File: src/rtl/uart_pkg.sv
// Shared UART definitions: transmitter FSM states, frame constants and a
// parity helper. A future receiver is expected to import this package too.
// Optional feature macro: UART_TX_PARITY_EN (adds one even-parity bit per frame).
package uart_pkg;

    // Number of payload bits per frame.
    localparam int UART_DATA_BITS = 8;

    // Line level while no frame is being sent (also the stop-bit level).
    localparam logic UART_IDLE_LEVEL = 1'b1;

    // Transmitter FSM states. PARITY is only ever entered when parity is compiled in.
    typedef enum logic [2:0] {
        IDLE   = 3'd0,
        START  = 3'd1,
        DATA   = 3'd2,
        PARITY = 3'd3,
        STOP   = 3'd4
    } uart_tx_state_t;

    // Even parity: the parity bit makes the total count of ones even.
    function automatic logic uart_even_parity(input logic [UART_DATA_BITS-1:0] data);
        return ^data;
    endfunction

endpackage

File: src/rtl/sync_fifo.sv
// Single-clock FIFO with first-word-fall-through read data.
// rdata always shows the oldest entry while empty is low; pop consumes it.
// Pushes while full and pops while empty are ignored, so callers may drive
// push/pop straight from a valid signal without extra gating.
module sync_fifo #(
    parameter int WIDTH = 8,
    parameter int DEPTH = 16
) (
    input  logic                     clk,
    input  logic                     srst,
    input  logic                     push,
    input  logic                     pop,
    input  logic [WIDTH-1:0]         wdata,
    output logic [WIDTH-1:0]         rdata,
    output logic                     full,
    output logic                     empty,
    output logic [$clog2(DEPTH):0]   count
);

    localparam int AW = $clog2(DEPTH);
    localparam logic [AW:0] COUNT_FULL = (AW + 1)'(DEPTH);

    logic [WIDTH-1:0] mem_q [DEPTH];
    logic [AW-1:0]    wr_ptr_q;
    logic [AW-1:0]    rd_ptr_q;
    logic [AW:0]      count_q;
    logic             do_push;
    logic             do_pop;

    // Accepted operations after full/empty protection.
    assign do_push = push && !full;
    assign do_pop  = pop && !empty;

    // Storage array; no reset so it can map onto distributed/block memory.
    always_ff @(posedge clk) begin
        if (do_push) begin
            mem_q[wr_ptr_q] <= wdata;
        end
    end

    // Pointers wrap naturally because DEPTH is a power of two.
    always_ff @(posedge clk) begin
        if (srst) begin
            wr_ptr_q <= '0;
            rd_ptr_q <= '0;
        end else begin
            if (do_push) begin
                wr_ptr_q <= wr_ptr_q + 1'b1;
            end
            if (do_pop) begin
                rd_ptr_q <= rd_ptr_q + 1'b1;
            end
        end
    end

    // Occupancy: a simultaneous push and pop leaves it unchanged.
    always_ff @(posedge clk) begin
        if (srst) begin
            count_q <= '0;
        end else begin
            case ({do_push, do_pop})
                2'b10:   count_q <= count_q + 1'b1;
                2'b01:   count_q <= count_q - 1'b1;
                default: count_q <= count_q;
            endcase
        end
    end

    assign rdata = mem_q[rd_ptr_q];
    assign full  = (count_q == COUNT_FULL);
    assign empty = (count_q == '0);
    assign count = count_q;

endmodule

File: src/rtl/uart_tx_fifo.sv
// UART transmitter fed by a byte FIFO.
// Frame: start bit (low), 8 data bits LSB first, optional even-parity bit,
// one stop bit (high). Each bit lasts CLK_DIV clock cycles.
// Optional feature macro: UART_TX_PARITY_EN -- when defined, a PARITY state
// sends the XOR of the data bits between DATA and STOP (11-bit frame);
// otherwise DATA goes straight to STOP (10-bit frame).
// Frames are sent back to back while the FIFO holds data.
import uart_pkg::*;

module uart_tx_fifo #(
    parameter int CLK_DIV    = 217,
    parameter int FIFO_DEPTH = 16
) (
    input  logic                          i_clk,
    input  logic                          i_rst,
    input  logic [7:0]                    i_data,
    input  logic                          i_valid,
    output logic                          o_ready,
    output logic                          o_tx,
    output logic                          o_busy,
    output logic [$clog2(FIFO_DEPTH):0]   o_fifo_count
);

    localparam int DIV_W = $clog2(CLK_DIV);
    localparam int BIT_W = $clog2(UART_DATA_BITS);
    localparam logic [DIV_W-1:0] PERIOD_LAST = DIV_W'(CLK_DIV - 1);
    localparam logic [BIT_W-1:0] BIT_LAST    = BIT_W'(UART_DATA_BITS - 1);

    // FIFO interface
    logic [UART_DATA_BITS-1:0]       fifo_rdata;
    logic                            fifo_full;
    logic                            fifo_empty;
    logic [$clog2(FIFO_DEPTH):0]     fifo_count;

    // Transmitter state
    uart_tx_state_t                  state_q;
    logic                            tx_q;
    logic [UART_DATA_BITS-1:0]       shift_q;
    logic [BIT_W-1:0]                bit_q;
    logic [DIV_W-1:0]                period_q;
`ifdef UART_TX_PARITY_EN
    logic                            parity_q;
`endif

    // Decode signals
    logic                            period_end;
    logic                            pop_d;

    sync_fifo #(
        .WIDTH (UART_DATA_BITS),
        .DEPTH (FIFO_DEPTH)
    ) u_fifo (
        .clk   (i_clk),
        .srst  (i_rst),
        .push  (i_valid),
        .pop   (pop_d),
        .wdata (i_data),
        .rdata (fifo_rdata),
        .full  (fifo_full),
        .empty (fifo_empty),
        .count (fifo_count)
    );

    assign period_end = (period_q == PERIOD_LAST);

    // A new frame starts from IDLE, or right at the end of a stop bit, when a byte is waiting.
    always_comb begin
        pop_d = 1'b0;
        if (!fifo_empty) begin
            if (state_q == IDLE) begin
                pop_d = 1'b1;
            end else if ((state_q == STOP) && period_end) begin
                pop_d = 1'b1;
            end
        end
    end

    // Frame sequencer: state, bit/period counters and the registered serial output.
    always_ff @(posedge i_clk) begin
        if (i_rst) begin
            state_q  <= IDLE;
            tx_q     <= UART_IDLE_LEVEL;
            shift_q  <= '0;
            bit_q    <= '0;
            period_q <= '0;
`ifdef UART_TX_PARITY_EN
            parity_q <= 1'b0;
`endif
        end else if (pop_d) begin
            // Load the FIFO head and drive the start bit from this edge.
            state_q  <= START;
            tx_q     <= ~UART_IDLE_LEVEL;
            shift_q  <= fifo_rdata;
            bit_q    <= '0;
            period_q <= '0;
`ifdef UART_TX_PARITY_EN
            parity_q <= uart_even_parity(fifo_rdata);
`endif
        end else begin
            // Period counter reloads on every bit boundary.
            if (state_q == IDLE || period_end) begin
                period_q <= '0;
            end else begin
                period_q <= period_q + 1'b1;
            end

            case (state_q)
                IDLE: begin
                    tx_q <= UART_IDLE_LEVEL;
                end

                START: begin
                    if (period_end) begin
                        state_q <= DATA;
                        bit_q   <= '0;
                        tx_q    <= shift_q[0];
                    end
                end

                DATA: begin
                    if (period_end) begin
                        if (bit_q == BIT_LAST) begin
                            bit_q <= '0;
`ifdef UART_TX_PARITY_EN
                            state_q <= PARITY;
                            tx_q    <= parity_q;
`else
                            state_q <= STOP;
                            tx_q    <= UART_IDLE_LEVEL;
`endif
                        end else begin
                            // Shift right so bit 0 always holds the bit on the line.
                            bit_q   <= bit_q + 1'b1;
                            shift_q <= {1'b0, shift_q[UART_DATA_BITS-1:1]};
                            tx_q    <= shift_q[1];
                        end
                    end
                end

`ifdef UART_TX_PARITY_EN
                PARITY: begin
                    if (period_end) begin
                        state_q <= STOP;
                        tx_q    <= UART_IDLE_LEVEL;
                    end
                end
`endif

                STOP: begin
                    // Back-to-back frames are handled by the pop_d branch above.
                    if (period_end) begin
                        state_q <= IDLE;
                        tx_q    <= UART_IDLE_LEVEL;
                    end
                end

                default: begin
                    state_q <= IDLE;
                    tx_q    <= UART_IDLE_LEVEL;
                end
            endcase
        end
    end

    assign o_tx         = tx_q;
    assign o_ready      = !fifo_full;
    assign o_fifo_count = fifo_count;
    assign o_busy       = (state_q != IDLE) || (fifo_count != '0);

endmodule

File: config.mk
export PLATFORM = sky130hd
export DESIGN_NAME = uart_tx_fifo
export DESIGN_NICKNAME = d
export VERILOG_FILES = /design/src/rtl/uart_pkg.sv /design/src/rtl/sync_fifo.sv /design/src/rtl/uart_tx_fifo.sv
export SDC_FILE = /design/constraint.sdc
export NUM_CORES = 1
export LEC_CHECK = 0
export ABC_AREA = 0
export BUFFER_PORTS_ARGS = -buffer_cell sky130_fd_sc_hd__buf_2
export CAP_MARGIN = 40
export CELL_PAD_IN_SITES_DETAIL_PLACEMENT = 0
export CELL_PAD_IN_SITES_GLOBAL_PLACEMENT = 1
export CORE_MARGIN = 2
export CORE_UTILIZATION = 35
export DETAILED_ROUTE_END_ITERATION = 12
export MAX_ROUTING_LAYER = met4
export PLACE_DENSITY = 0.66
export SKIP_CTS_REPAIR_TIMING = 1
export SYNTH_ARGS = -nofsm -noshare
export SYNTH_HDL_FRONTEND = slang
export SYNTH_SLANG_ARGS = --single-unit
File: constraint.sdc
create_clock -name i_clk -period 2.7 [get_ports i_clk]
set_input_delay 0.54 -clock i_clk [delete_from_list [all_inputs] [get_ports i_clk]]
set_output_delay 0.54 -clock i_clk [all_outputs]
set_load 0.1 [all_outputs]
==> results.yml, run 1 <==
outcome:
  run_status: "finished, final reports clean"
synth:
  yosysSeqAreaShare_pct: 66.29
  yosys-top-cells-area: "sky130_fd_sc_hd__edfxtp_1 (55%), sky130_fd_sc_hd__dfxtp_1 (11%), sky130_fd_sc_hd__mux4_1 (7.1%), sky130_fd_sc_hd__mux4_2 (4.2%), sky130_fd_sc_hd__nor2_1 (2.6%)"
  synth_top_area_share_pct: 54.86
  yosysUniqueCellTypes: 49
  ys_dominant_reg_cell: "sky130_fd_sc_hd__edfxtp_1"
  ys_ff_latch: 168
  synth_area_um2: 7007
  syn-mean-instance-area_um2: 15.92
  synth_enable_flop_cells: 128
  synth_top_area_cell: "sky130_fd_sc_hd__edfxtp_1"
  syn_nets: 465
  asyncSetResetFlopFracSynth_pct: 0
  cell_count_after_synthesis: 440
  ys.warnings.count: 0
routing:
  antenna_violating_nets_post_route: 0
  via_per_inst: 4.915
  detailedRoute.firstIterationViolations: 238
  detailedRoute.firstPassIterationCount: 4
  wl_mm: 13.29
  routed-via-count: 3740
  post-route-drc-count: 0
  route.detailed.wl_per_inst_um: 17.47
pwr:
  vdd_ir_drop_max_v: 0.0004874
  comb_power_share_pct: 28.5
  power_mw: 7.781
  internal_power_mw: 5.140
  clock_power_share_pct: 30.7
  p_seq_share_pct: 40.8
  pwr_density_cell_nw_per_um2: 953.9
  power.static_leakage_nw: 2.753
  netSwitchingPower_mw: 2.641
  sw_frac_of_total_pct: 33.94
sta:
  min_period_ns: 2.482
  setup_total_negative_slack_ns: 0
  timing_worst_slew_pin_value_ns: 0.5528
  maxSlewHeadroom_pct: 63.14
  final_max_slew_viol_count: 0
  period_share_pct: 91.91
  final_hold_viol_count: 0
  hold_ws_ns: 0.4319
  finalSetupViolCount: 0
  achievable-frequency_mhz: 403.0
  skew_ns: 0.01028
  setup_repair_after_global_routing_missed_its_margin: "false"
  layout_setup_ws_ns: 0.2183
clock_network:
  cts_max_level: 4
  cts-root-to-sink-buffers: 2
  cts_root_buf: "sky130_fd_sc_hd__clkbuf_16"
  clk_pin_slew_ns: 0.07
  worstSkewPairLatency_ns: 0.43
  cts.sinks: 168
  clock_tree_from_tritoncts: "built"
  tritoncts.num_buffers: 17
global_routing:
  gr-usage-all-layers_pct: 13.79
  overflow: 0
  grt_pass1_wl_mm: 21.63
  grt_start_max_net_pins: 33
  number_of_global_route_vias_before_repair: 3862
  antenna_violations_before_repair: 0
place:
  gp_congestion: 0.7494
  placed_cells: 727
  place_ws_ns: 0.1199
  port_buffers: 18
  placed_cell_area_um2: 7521
  hpwlAfterDp_mm: 8.525
flow_run:
  drv.max_cap_violation_count: 0
die:
  placement_rows: 51
  fp.coreArea_um2: 19530
  fp.dieH_um: 145.5
  die_area_um2: 21170
  initial_core_util_pct: 35.88
  die_width_um: 145.5
  ios: 19
layout:
  instances_no_fill: 761
  fin_nets: 508
  fin_area_um2: 8158
  drive_above_1_share_pct: 23.39
  synthToLayoutAreaGrowth_pct: 16.43
  final.fill_count: 1794
  finalCoreUtilization_pct: 41.78
  antenna_cells_inserted: 0
hold_path:
  hold_path_class: "reg2reg"
setup_path:
  crit_fanout: 5
  setup.worst_path.start_class: "flip-flop"
  critical_path_arrival_ns: 2.83
  setup.worst_path.end_class: "flip-flop"
  worst_endpoint_required_time_ns: 3.05
  path_class: "reg2reg"
==> worst max-delay path, stage by stage, from the launching register on <==
cell and delay, ns:
sky130_fd_sc_hd__dfxtp_2 0.34, sky130_fd_sc_hd__inv_1 0.05, sky130_fd_sc_hd__ha_1 0.15, sky130_fd_sc_hd__nand3b_1 0.14
sky130_fd_sc_hd__o21ai_2 0.21, sky130_fd_sc_hd__nand3_2 0.09, sky130_fd_sc_hd__inv_1 0.09, sky130_fd_sc_hd__ha_4 0.17
sky130_fd_sc_hd__ha_1 0.27, sky130_fd_sc_hd__a21o_1 0.19, sky130_fd_sc_hd__a21oi_1 0.17, sky130_fd_sc_hd__xor2_1 0.09
sky130_fd_sc_hd__or3_1 0.31, sky130_fd_sc_hd__a21oi_1 0.14
==> worst paths after layout <==
kind	start	to	slack, ns	depth (start not counted)
max	period_q[0]$_SDFF_PP0_	u_fifo.count[4]$_SDFFE_PP0P_	0.22	13
min	period_q[0]$_SDFF_PP0_	period_q[0]$_SDFF_PP0_	0.43	1
max reg2reg	period_q[0]$_SDFF_PP0_	u_fifo.count[4]$_SDFFE_PP0P_	0.22	13
min reg2reg	period_q[0]$_SDFF_PP0_	period_q[0]$_SDFF_PP0_	0.43	1
==> routing by layer <==
layer,routed length (µm),global-route usage (%),up-vias,part of all wire (%)
li1,-,-,1791,-
met1,6235,17.21,1895,47
met2,6572,22.32,44,49
met3,368,3.730,10,2.8
met4,116,3.725,0,0.87
met5,0,-,-,0
==> power by group through the flow <==
stage / registers [mW] / logic [mW] / clock network [mW]
4_1_cts: 3.17 / 2.18 / 2.45
6_report: 3.17 / 2.22 / 2.39
2_1_floorplan: 3.44 / 1.49 / 0
3_5_place_dp: 3.23 / 2.16 / 0
5_1_grt: 3.20 / 2.43 / 2.55
3_3_place_gp: 3.22 / 2.15 / 0
==> cells in the mapped netlist, drive strengths merged, types with 2 or more instances <==
cell	n
nor3	14
a21oi	12
nor4	2
a211oi	9
mux2i	12
nand2	17
mux2	8
nand3	6
o32ai	2
inv	8
dfxtp	40
nor2	49
xor2	9
mux4	32
xnor2	7
buf	13
clkbuf	8
or3	3
nand3b	3
nand4b	2
nand2b	10
ha	13
a21o	4
nand4	3
edfxtp	128
o21ai	7
o22ai	6
==> cells in the final DEF, fill, tap and decap left out, types with 6 or more instances in the layout <==
master and n:
sky130_fd_sc_hd__edfxtp_1 128, sky130_fd_sc_hd__nor2_1 49, sky130_fd_sc_hd__dfxtp_1 33, sky130_fd_sc_hd__buf_4 27, sky130_fd_sc_hd__mux4_1 19, sky130_fd_sc_hd__buf_2 18
sky130_fd_sc_hd__nand2_1 17, sky130_fd_sc_hd__clkbuf_16 17, sky130_fd_sc_hd__nor3_1 14, sky130_fd_sc_hd__mux4_2 13, sky130_fd_sc_hd__a21oi_1 12, sky130_fd_sc_hd__mux2i_1 12
sky130_fd_sc_hd__ha_1 12, sky130_fd_sc_hd__nand2b_1 10, sky130_fd_sc_hd__xor2_1 9, sky130_fd_sc_hd__inv_1 8, sky130_fd_sc_hd__mux2_2 8, sky130_fd_sc_hd__xnor2_1 7
sky130_fd_sc_hd__a211oi_1 7, sky130_fd_sc_hd__o22ai_1 6
==> state kept, by name, summed over array words and instances, names as in the netlist, named ones only <==
| name | cells |
|---|---|
| u_fifo.rd_ptr_q | 4 |
| shift_q | 8 |
| bit_q | 3 |
| u_fifo.count | 5 |
| state_q | 3 |
| o_tx | 1 |
| period_q | 8 |
| u_fifo.wr_ptr_q | 4 |
| u_fifo.mem_q | 128 |
==> kinds of logic (layout without fill, tap and decap cells) <==
family | Yosys count | after routing | share of synthesized area (%)
flops | 168 | 168 | 66.29
buf+inv | 30 | 86 | 2.696
simple gates | 116 | 116 | 7.893
xor+xnor | 16 | 16 | 2.000
compound gates | 44 | 44 | 4.214
mux | 52 | 52 | 14.30
fa+ha+maj | 14 | 14 | 2.607
==> final cells by class <==
cell class              count  area, µm²  share of cell area (%)
clock buffers              17      425.4                   5.215
clock inverters            15      178.9                   2.193
flip-flops and latches    168       4663                   57.16
well taps                 265      331.6                   4.064
repair buffers             46      312.8                   3.834
multi-input cells         242       2216                   27.16
inverters                   8      30.03                  0.3681
(Power assumes the default switching activity.)
==> inputs of run 2 (changes only) <==
--- a/config.mk
+++ b/config.mk
@@ -8,7 +8,7 @@
 export ABC_AREA = 0
 export BUFFER_PORTS_ARGS = -buffer_cell sky130_fd_sc_hd__buf_2
 export CAP_MARGIN = 40
-export CELL_PAD_IN_SITES_DETAIL_PLACEMENT = 0
+export CELL_PAD_IN_SITES_DETAIL_PLACEMENT = 1
 export CELL_PAD_IN_SITES_GLOBAL_PLACEMENT = 1
 export CORE_MARGIN = 2
 export CORE_UTILIZATION = 35
==> run 2 against run 1 <==
  * Largest power group unchanged
  * Design area about the same
  * Worst hold slack improved by 0.0093 ns
  * Largest cell class unchanged
  * Combinational power about the same
  * Via count rose by 1.8%
==> results.yml, run 2 (synthesis gave the netlist of run 1 again) <==
outcome:
  run_status: "finished, final reports clean"
die:
  placement_rows: 51
  ios: 19
  die_area_um2: 21170
  die_width_um: 145.5
  fp.dieH_um: 145.5
  fp.coreArea_um2: 19530
  initial_core_util_pct: 35.88
routing:
  antenna_violating_nets_post_route: 0
  detailedRoute.firstPassIterationCount: 4
  route.detailed.wl_per_inst_um: 18.60
  via_per_inst: 5.012
  post-route-drc-count: 0
  detailedRoute.firstIterationViolations: 238
  wl_mm: 14.13
  routed-via-count: 3809
clock_network:
  cts_root_buf: "sky130_fd_sc_hd__clkbuf_16"
  cts.sinks: 168
  worstSkewPairLatency_ns: 0.43
  cts_max_level: 4
  cts-root-to-sink-buffers: 2
  clock_tree_from_tritoncts: "built"
  clk_pin_slew_ns: 0.07
  tritoncts.num_buffers: 17
sta:
  setup_total_negative_slack_ns: 0
  setup_repair_after_global_routing_missed_its_margin: "false"
  finalSetupViolCount: 0
  achievable-frequency_mhz: 392.6
  layout_setup_ws_ns: 0.1528
  skew_ns: 0.008256
  maxSlewHeadroom_pct: 61.99
  period_share_pct: 94.34
  final_max_slew_viol_count: 0
  min_period_ns: 2.547
  timing_worst_slew_pin_value_ns: 0.5701
  final_hold_viol_count: 0
layout:
  fin_nets: 507
  largest_reg_flops: 128
  mostFrequentLayoutCells: "sky130_fd_sc_hd__edfxtp_1 (128), sky130_fd_sc_hd__nor2_1 (49), sky130_fd_sc_hd__dfxtp_1 (33)"
  regMostFlops: "u_fifo.mem_q"
  final.fill_count: 1983
  drive_above_1_share_pct: 23.43
  synthToLayoutAreaGrowth_pct: 16.36
  antenna_cells_inserted: 0
  largest_registers: "u_fifo.mem_q x128, period_q x8, shift_q x8"
  mostFrequentLayoutCell: "sky130_fd_sc_hd__edfxtp_1"
place:
  gp_congestion: 0.7494
  hpwlAfterDp_mm: 9.337
  port_buffers: 18
  place_ws_ns: 0.02993
flow_run:
  drv.max_cap_violation_count: 0
pwr:
  power.static_leakage_nw: 2.756
  pwr_density_cell_nw_per_um2: 967.6
  power_mw: 7.889
  vdd_ir_drop_max_v: 0.0004427
global_routing:
  number_of_global_route_vias_before_repair: 4136
  grt_start_max_net_pins: 33
  overflow: 0
  gr-usage-all-layers_pct: 14.80
  antenna_violations_before_repair: 0
  grt_pass1_wl_mm: 23.21
setup_path:
  setup.worst_path.end_class: "flip-flop"
  worst_endpoint_required_time_ns: 3.06
  worstRegToRegCells: 11
  critical_path_arrival_ns: 2.90
  crit_path_top_delay_cell: "sky130_fd_sc_hd__dfxtp_4"
  worstPathCellList: "nor4_4, nand2b_1, nand3_2, inv_1, ha_4, fa_2, a21o_1, a21oi_2, xor2_1, or3_1, a21oi_1"
  setup.worst_path.start_class: "flip-flop"
  slowest_cell_delay_on_critical_path_ns: 0.38
  crit_fanout: 6
  path_class: "reg2reg"
hold_path:
  hold_path_depth: 1
  hold_path_class: "reg2reg"
[run 2: worst paths after layout]
check	from	endpoint	slack, ns
worst min register to register	period_q[0]$_SDFF_PP0_	period_q[0]$_SDFF_PP0_	0.44
worst max register to register	u_fifo.count[0]$_SDFFE_PP0P_	u_fifo.count[4]$_SDFFE_PP0P_	0.15
worst max-delay path	u_fifo.count[0]$_SDFFE_PP0P_	u_fifo.count[4]$_SDFFE_PP0P_	0.15
worst min-delay path	period_q[0]$_SDFF_PP0_	period_q[0]$_SDFF_PP0_	0.44
[run 2: power breakdown]
part | total, mW | internal (mW) | switching (mW)
logic | 2.25 | 0.879 | 1.37
registers | 3.18 | 3.00 | 0.181
clock network | 2.45 | 1.33 | 1.12
total | 7.89 | 5.21 | 2.68
[run 2: area by class of cell]
cell class,count,area [µm²],share of cell area [%]
Tap cell,265,331.6,4.067
Clock inverter,15,177.7,2.179
Inverter,8,30.03,0.3683
Clock buffer,17,425.4,5.218
Multi-Input combinational cell,242,2220,27.23
Sequential cell,168,4663,57.20
Timing Repair Buffer,45,305.3,3.745
[run 2: per-layer routing]
layer	track usage [%]	part of all wire, %
met1	17.63	46
met2	24.76	50
met3	3.824	3.0
met4	4.657	1.2
met5	-	0
[run 2: worst max-delay path, delay by kind of cell (launching register included)]
| family | cells | cell delay, ns |
|---|---|---|
| flip-flops | 1 | 0.38 |
| adder cells (fa/ha/maj) | 2 | 0.54 |
| AND/OR/NAND/NOR | 4 | 0.93 |
| XOR/XNOR | 1 | 0.09 |
| AO/OA/AOI/OAI | 3 | 0.48 |
| buffers and inverters | 1 | 0.07 |
[run 2: metrics by stage]
stage	hold WS (ns)	util [%]	cell area (µm²)	cells
global placement	0.4432	38.52	7521	727
global route	0.4649	41.75	8153	760
floorplan	0.4297	-	7049	440
detailed placement	0.4562	38.52	7521	727
finish	0.4411	41.75	8153	760
CTS	0.4583	41.61	8124	759
